<file path="src/rtl/cksum_arbiter_pkg.sv">
// Shared definitions for the checksum-engine arbiter and its round-robin picker.
// State encodings, bus widths and the empty-field checksum value live here.
package cksum_arbiter_pkg;

    localparam int ADDR_WIDTH = 32;
    localparam int DATA_WIDTH = 32;

    localparam logic TRUE        = 1'b1;
    localparam logic FALSE       = 1'b0;
    localparam logic RST_ENABLED = 1'b1;

    localparam logic [DATA_WIDTH-1:0] ZERO_WORD   = '0;
    localparam logic [15:0]           EMPTY_CKSUM = 16'hFFFF;

    typedef enum logic [1:0] {
        CKA_IDLE    = 2'd0,
        CKA_START   = 2'd1,
        CKA_WAIT    = 2'd2,
        CKA_RELEASE = 2'd3
    } cka_state_t;

endpackage

</file>
<file path="src/rtl/cksum_arbiter_rr_pick.sv">
// Combinational rotate-priority encoder: first set request at or after ptr wins.
// Shared by the arbiters that front single-instance resources.
module rr_pick
    import cksum_arbiter_pkg::*;
#(
    parameter int N  = 4,
    parameter int IW = $clog2(N)
) (
    input  logic [N-1:0]  req,
    input  logic [IW-1:0] ptr,
    output logic          valid,
    output logic [IW-1:0] idx,
    output logic [N-1:0]  onehot
);

    logic [IW-1:0] cand [N];
    logic [N-1:0]  rot;

    // cand[gi] is the requester examined at priority position gi.
    generate
        for (genvar gi = 0; gi < N; gi++) begin : g_rot
            logic [IW:0] sum;
            assign sum      = {1'b0, ptr} + (IW+1)'(gi);
            assign cand[gi] = (sum >= (IW+1)'(N)) ? IW'(sum - (IW+1)'(N)) : IW'(sum);
            assign rot[gi]  = req[cand[gi]];
        end
    endgenerate

    always_comb begin
        valid = FALSE;
        idx   = '0;
        for (int i = N - 1; i >= 0; i--) begin
            if (rot[i]) begin
                valid = TRUE;
                idx   = cand[i];
            end
        end
    end

    assign onehot = valid ? (N'(1) << idx) : '0;

endmodule

</file>
<file path="src/rtl/cksum_arbiter.sv">
// Round-robin owner of the single checksum engine: latches the winner's field,
// runs the level start/ready handshake and aborts the engine on a watchdog expiry.
module cksum_arbiter
    import cksum_arbiter_pkg::*;
#(
    parameter int N_REQ   = 4,
    parameter int TIMEOUT = 1024
) (
    input  logic                        clk,
    input  logic                        rst,
    input  logic [N_REQ-1:0]            req_i,
    input  logic [N_REQ*ADDR_WIDTH-1:0] addr_i,
    input  logic [N_REQ*DATA_WIDTH-1:0] len_i,
    output logic [N_REQ-1:0]            done_o,
    output logic [N_REQ-1:0]            err_o,
    output logic [15:0]                 val_o,
    output logic [N_REQ-1:0]            grant_o,
    output logic                        busy_o,
    output logic                        eng_start_o,
    output logic                        eng_rst_o,
    output logic [ADDR_WIDTH-1:0]       eng_addr_o,
    output logic [DATA_WIDTH-1:0]       eng_len_o,
    input  logic                        eng_ready_i,
    input  logic [15:0]                 eng_val_i
);

    localparam int IW = $clog2(N_REQ);
    localparam int CW = $clog2(TIMEOUT);

    cka_state_t            state_reg, state_next;
    logic [IW-1:0]         rr_ptr_reg, rr_ptr_next;
    logic [N_REQ-1:0]      grant_reg, grant_next;
    logic [N_REQ-1:0]      done_reg, done_next;
    logic [N_REQ-1:0]      err_reg, err_next;
    logic [15:0]           val_reg, val_next;
    logic                  eng_start_reg, eng_start_next;
    logic                  eng_rst_reg, eng_rst_next;
    logic [ADDR_WIDTH-1:0] eng_addr_reg, eng_addr_next;
    logic [DATA_WIDTH-1:0] eng_len_reg, eng_len_next;
    logic [CW-1:0]         cnt_reg, cnt_next;

    logic                  pick_valid;
    logic [IW-1:0]         pick_idx;
    logic [N_REQ-1:0]      pick_onehot;
    logic [ADDR_WIDTH-1:0] pick_addr;
    logic [DATA_WIDTH-1:0] pick_len;

    rr_pick #(.N(N_REQ), .IW(IW)) u_pick (
        .req    (req_i),
        .ptr    (rr_ptr_reg),
        .valid  (pick_valid),
        .idx    (pick_idx),
        .onehot (pick_onehot)
    );

    assign pick_addr = addr_i[pick_idx*ADDR_WIDTH +: ADDR_WIDTH];
    assign pick_len  = len_i[pick_idx*DATA_WIDTH +: DATA_WIDTH];

    always_ff @(posedge clk) begin
        if (rst == RST_ENABLED) begin
            state_reg     <= CKA_IDLE;
            rr_ptr_reg    <= '0;
            grant_reg     <= '0;
            done_reg      <= '0;
            err_reg       <= '0;
            val_reg       <= '0;
            eng_start_reg <= FALSE;
            eng_rst_reg   <= FALSE;
            eng_addr_reg  <= '0;
            eng_len_reg   <= '0;
            cnt_reg       <= '0;
        end else begin
            state_reg     <= state_next;
            rr_ptr_reg    <= rr_ptr_next;
            grant_reg     <= grant_next;
            done_reg      <= done_next;
            err_reg       <= err_next;
            val_reg       <= val_next;
            eng_start_reg <= eng_start_next;
            eng_rst_reg   <= eng_rst_next;
            eng_addr_reg  <= eng_addr_next;
            eng_len_reg   <= eng_len_next;
            cnt_reg       <= cnt_next;
        end
    end

    // eng_start is registered from the next state so it is high during START and
    // WAIT, and low for the RELEASE cycle that lets the engine return to FREE.
    always_comb begin
        state_next     = state_reg;
        rr_ptr_next    = rr_ptr_reg;
        grant_next     = grant_reg;
        done_next      = '0;
        err_next       = '0;
        val_next       = val_reg;
        eng_start_next = eng_start_reg;
        eng_rst_next   = FALSE;
        eng_addr_next  = eng_addr_reg;
        eng_len_next   = eng_len_reg;
        cnt_next       = cnt_reg;
        unique case (state_reg)
            CKA_IDLE: begin
                eng_start_next = FALSE;
                if (pick_valid) begin
                    grant_next    = pick_onehot;
                    eng_addr_next = pick_addr;
                    eng_len_next  = pick_len;
                    rr_ptr_next   = (pick_idx == IW'(N_REQ - 1)) ? '0 : pick_idx + 1'b1;
                    if (pick_len != ZERO_WORD) begin
                        eng_start_next = TRUE;
                        state_next     = CKA_START;
                    end else begin
                        done_next  = pick_onehot;
                        val_next   = EMPTY_CKSUM;
                        state_next = CKA_RELEASE;
                    end
                end
            end
            CKA_START: begin
                cnt_next       = '0;
                eng_start_next = TRUE;
                state_next     = CKA_WAIT;
            end
            CKA_WAIT: begin
                eng_start_next = TRUE;
                if (eng_ready_i) begin
                    val_next       = eng_val_i;
                    done_next      = grant_reg;
                    eng_start_next = FALSE;
                    state_next     = CKA_RELEASE;
                end else if (cnt_reg == CW'(TIMEOUT - 1)) begin
                    val_next       = '0;
                    err_next       = grant_reg;
                    eng_rst_next   = TRUE;
                    eng_start_next = FALSE;
                    state_next     = CKA_RELEASE;
                end else begin
                    cnt_next = cnt_reg + 1'b1;
                end
            end
            CKA_RELEASE: begin
                grant_next     = '0;
                eng_start_next = FALSE;
                state_next     = CKA_IDLE;
            end
            default: state_next = CKA_IDLE;
        endcase
    end

    assign done_o      = done_reg;
    assign err_o       = err_reg;
    assign val_o       = val_reg;
    assign grant_o     = grant_reg;
    assign busy_o      = (state_reg != CKA_IDLE);
    assign eng_start_o = eng_start_reg;
    assign eng_rst_o   = eng_rst_reg;
    assign eng_addr_o  = eng_addr_reg;
    assign eng_len_o   = eng_len_reg;

endmodule

</file>
<file path="config.mk">
export PLATFORM = sky130hd
export DESIGN_NAME = cksum_arbiter
export DESIGN_NICKNAME = d
export VERILOG_FILES = /design/src/rtl/cksum_arbiter_pkg.sv /design/src/rtl/cksum_arbiter_rr_pick.sv /design/src/rtl/cksum_arbiter.sv
export SDC_FILE = /design/constraint.sdc
export NUM_CORES = 1
export LEC_CHECK = 0
export CORE_AREA = 2 2 147 149
export CTS_CLUSTER_SIZE = 25
export DETAILED_ROUTE_END_ITERATION = 6
export DIE_AREA = 0 0 149 151
export PLACE_DENSITY = 0.75
export REMOVE_ABC_BUFFERS = 1
export SLEW_MARGIN = 25
export SYNTH_ARGS = -nofsm -noshare
export SYNTH_HDL_FRONTEND = slang
export SYNTH_SLANG_ARGS = --single-unit
</file>
<file path="constraint.sdc">
create_clock -name clk -period 4.85 [get_ports clk]
set_input_delay 0.97 -clock clk [delete_from_list [all_inputs] [get_ports clk]]
set_output_delay 0.97 -clock clk [all_outputs]
set_load 0.1 [all_outputs]
</file>
==> out/summary.txt <==
share of flip-flops with an asynchronous set or reset - 0%
min cycle time layout - 4.282 ns
clk root buf - clkbuf_16
critical path class - input port to register
area added between synthesis and finish - 66.62%
post-place instance area - 10,190 um2
vias in the first global route - 7,253
CP Data Required Time - 5.15 ns
first-pass GRT wire length - 38,600 um
clock buffer depth - 2
post-synthesis cell area - 6286 um2
number of setup buffers added after CTS - 0
post-CTS sizing - 0
# DRC - 0
area leader, netlist - dfxtp_1
Clock Power Share - 13.7%
Final nets - 1,504
Final setup viols - 0
1st-pass router iterations - 5
Slew @ Worst Pin - 1.066 ns
CTS tree - done
Die Wd - 149 um
Hold Buf Count CTS - 0
row count - 53
via density per instance - 5.128
Detailed Route Iter0 Violations - 519
Seq/Total Area, Yosys - 34.39%
Port-buffer cells - 373
Top Ports - 374
Sw Ratio - 54.33%
Syn Area/Cell - 7.055 um2
post-synth top area share - 34.39%
cts bufs inserted - 9
drt total wl - 25,230 um
Worst-Skew Late Latency - 0.36 ns
layout cell share with drive strength beyond 1 - 3.931%
Startpoint Class - input port
synth top area cells - dfxtp_1, nand2_1, nand3_1
RSZ-0062 raised after global routing - no
core area - 20,820 um2
Worst path most repeated cell - buf_4
Crit-path slowest cell - nor4_1
Post-synth EDFFs - 0
final hold violations - 0
GR Util All Layers - 21.59%
clock-pin slew on the worst setup and hold paths - 0.08 ns
number of diodes - 0
prevailing post-synth register cell - dfxtp_1
die height - 151 um
WL per Instance - 16.87 um
Min-Delay Path Class - register to register
Sink Count - 108
top cells by count, synth - nand2_1, dfxtp_1, nand3_1, a21oi_1, a211oi_1
GPL Wtd Cong - 0.8853
Final period util - 88.29%
die area - 22,500 um2
number of H-tree levels - 3
vias after detailed routing - 7,672
Logic pwr share - 63.8%
Crit. End Element - register
Final Slew Violations - 0
P_sw - 2885 uW
sequential power share - 22.5%
max capacitance violation total - 0
total internal power - 2425 uW
critical path fanouts, max - 17
grt total ovfl - 0
setup total negative slack - 0 ns
worst clock skew - 0.01083 ns
outcome - complete, no violations
Fmax - 233.5 MHz
post-synth cell types - 37
leak pwr - 0.004165 uW
Power Density - 507.0 nW/um2
max_slew headroom - 28.70%
crit path cell chain - clkdlybuf4s50_1 -> nand2b_1 -> a21oi_1 -> a211oi_4 -> inv_2 -> buf_4 -> a211oi_1 -> o22ai_1 -> nor4_1 -> and4_1 -> and3_1 -> buf_4 -> o32a_1
post-detailed-route count of antenna-violating nets - 0
Peak supply drop - 0.2989 mV
Ys Warns - 0
largest net degree at the start of global routing - 67
Final Instance Area - 10,470 um2
post-DP HPWL - 19,190 um
Worst Path Arrival - 4.58 ns
Post-Synthesis Cells - 891
initial antenna violation count - 1
Starting Density - 30.19%
cell with the most instances after synthesis - nand2_1
critical path's largest stage delay - 0.57 ns
#FFs+latches synth - 108
==> cells in the final DEF, fill, tap and decap left out, types with 4 or more instances in the layout <==
cell type / count
and2_1: 6
buf_4: 22
inv_1: 7
xor2_1: 5
clkbuf_16: 9
a211oi_1: 67
o32a_1: 16
and3_1: 66
nor2_1: 18
dfxtp_1: 108
o22ai_1: 16
or3_1: 35
a22oi_1: 4
o21ai_0: 5
a21oi_1: 71
ha_1: 9
nor4_1: 6
nand2_1: 236
clkdlybuf4s50_1: 371
nand3_1: 107
==> through the flow <==
step | total power, uW | std cells | util (%) | hold slack, ns | setup WS (ns)
final | 5310 | 1496 | 50.30 | 0.4544 | 0.5680
after global routing | 5601 | 1496 | 50.30 | 0.4728 | 0.3517
after CTS | 5337 | 1496 | 50.32 | 0.4559 | 0.6698
after detailed placement | 4592 | 1480 | 48.92 | 0.4453 | 0.3047
after global placement | 4564 | 1480 | 48.92 | 0.4422 | 0.3695
after floorplan | 3563 | 810 | - | 0.4512 | -1.496
==> cells by family (layout without fill, tap and decap cells) <==
family / after synthesis / after routing / synth area share [%]
buf+inv: 90 / 420 / 6.409
mux: 1 / 1 / 0.1592
fa+ha+maj: 9 / 9 / 1.791
xor+xnor: 5 / 5 / 0.6966
flops: 108 / 108 / 34.39
simple gates: 491 / 491 / 36.68
compound gates: 187 / 187 / 19.86
==> routing by layer <==
metal / global-route usage, % / routed length [um] / up-vias
li1: - / - / 3809
met1: 26.31 / 10200 / 3523
met2: 36.80 / 12370 / 293
met3: 5.693 / 2004 / 45
met4: 7.619 / 644 / 2
met5: 0 / 11 / -
==> layout make-up <==
type | instances | area (um2)
flip-flops and latches | 108 | 2162
inverters | 9 | 36.28
multi-input cells | 693 | 3751
repair buffers | 395 | 3889
clock inverters | 7 | 66.31
clock buffers | 9 | 225.2
well taps | 275 | 344.1
fillers | 2052 | 10350
==> critical path, delay by kind of cell <==
kind                   cells  cell delay [ns]
buffers and inverters      4             1.12
AND/OR/NAND/NOR            4             1.49
AO/OA/AOI/OAI              5             0.97
==> worst paths after layout <==
path	start	to	slack, ns	cells after the start
min reg2reg	eng_addr_o[3]$_SDFFE_PP0P_	eng_addr_o[3]$_SDFFE_PP0P_	0.45	2
min	eng_addr_o[3]$_SDFFE_PP0P_	eng_addr_o[3]$_SDFFE_PP0P_	0.45	2
max	req_i[1]	val_o[3]$_SDFFE_PP0P_	0.57	13
max reg2reg	rr_ptr_reg[0]$_SDFFE_PP0P_	val_o[3]$_SDFFE_PP0P_	1.32	12
==> power groups by stage <==
stage | registers (uW) | clock network [uW] | logic [uW]
finish | 1190 | 730 | 3390
global route | 1220 | 796 | 3590
CTS | 1190 | 755 | 3390
detailed placement | 1210 | 0 | 3380
global placement | 1210 | 0 | 3360
floorplan | 2530 | 0 | 1040
(Power assumes the default switching activity.)
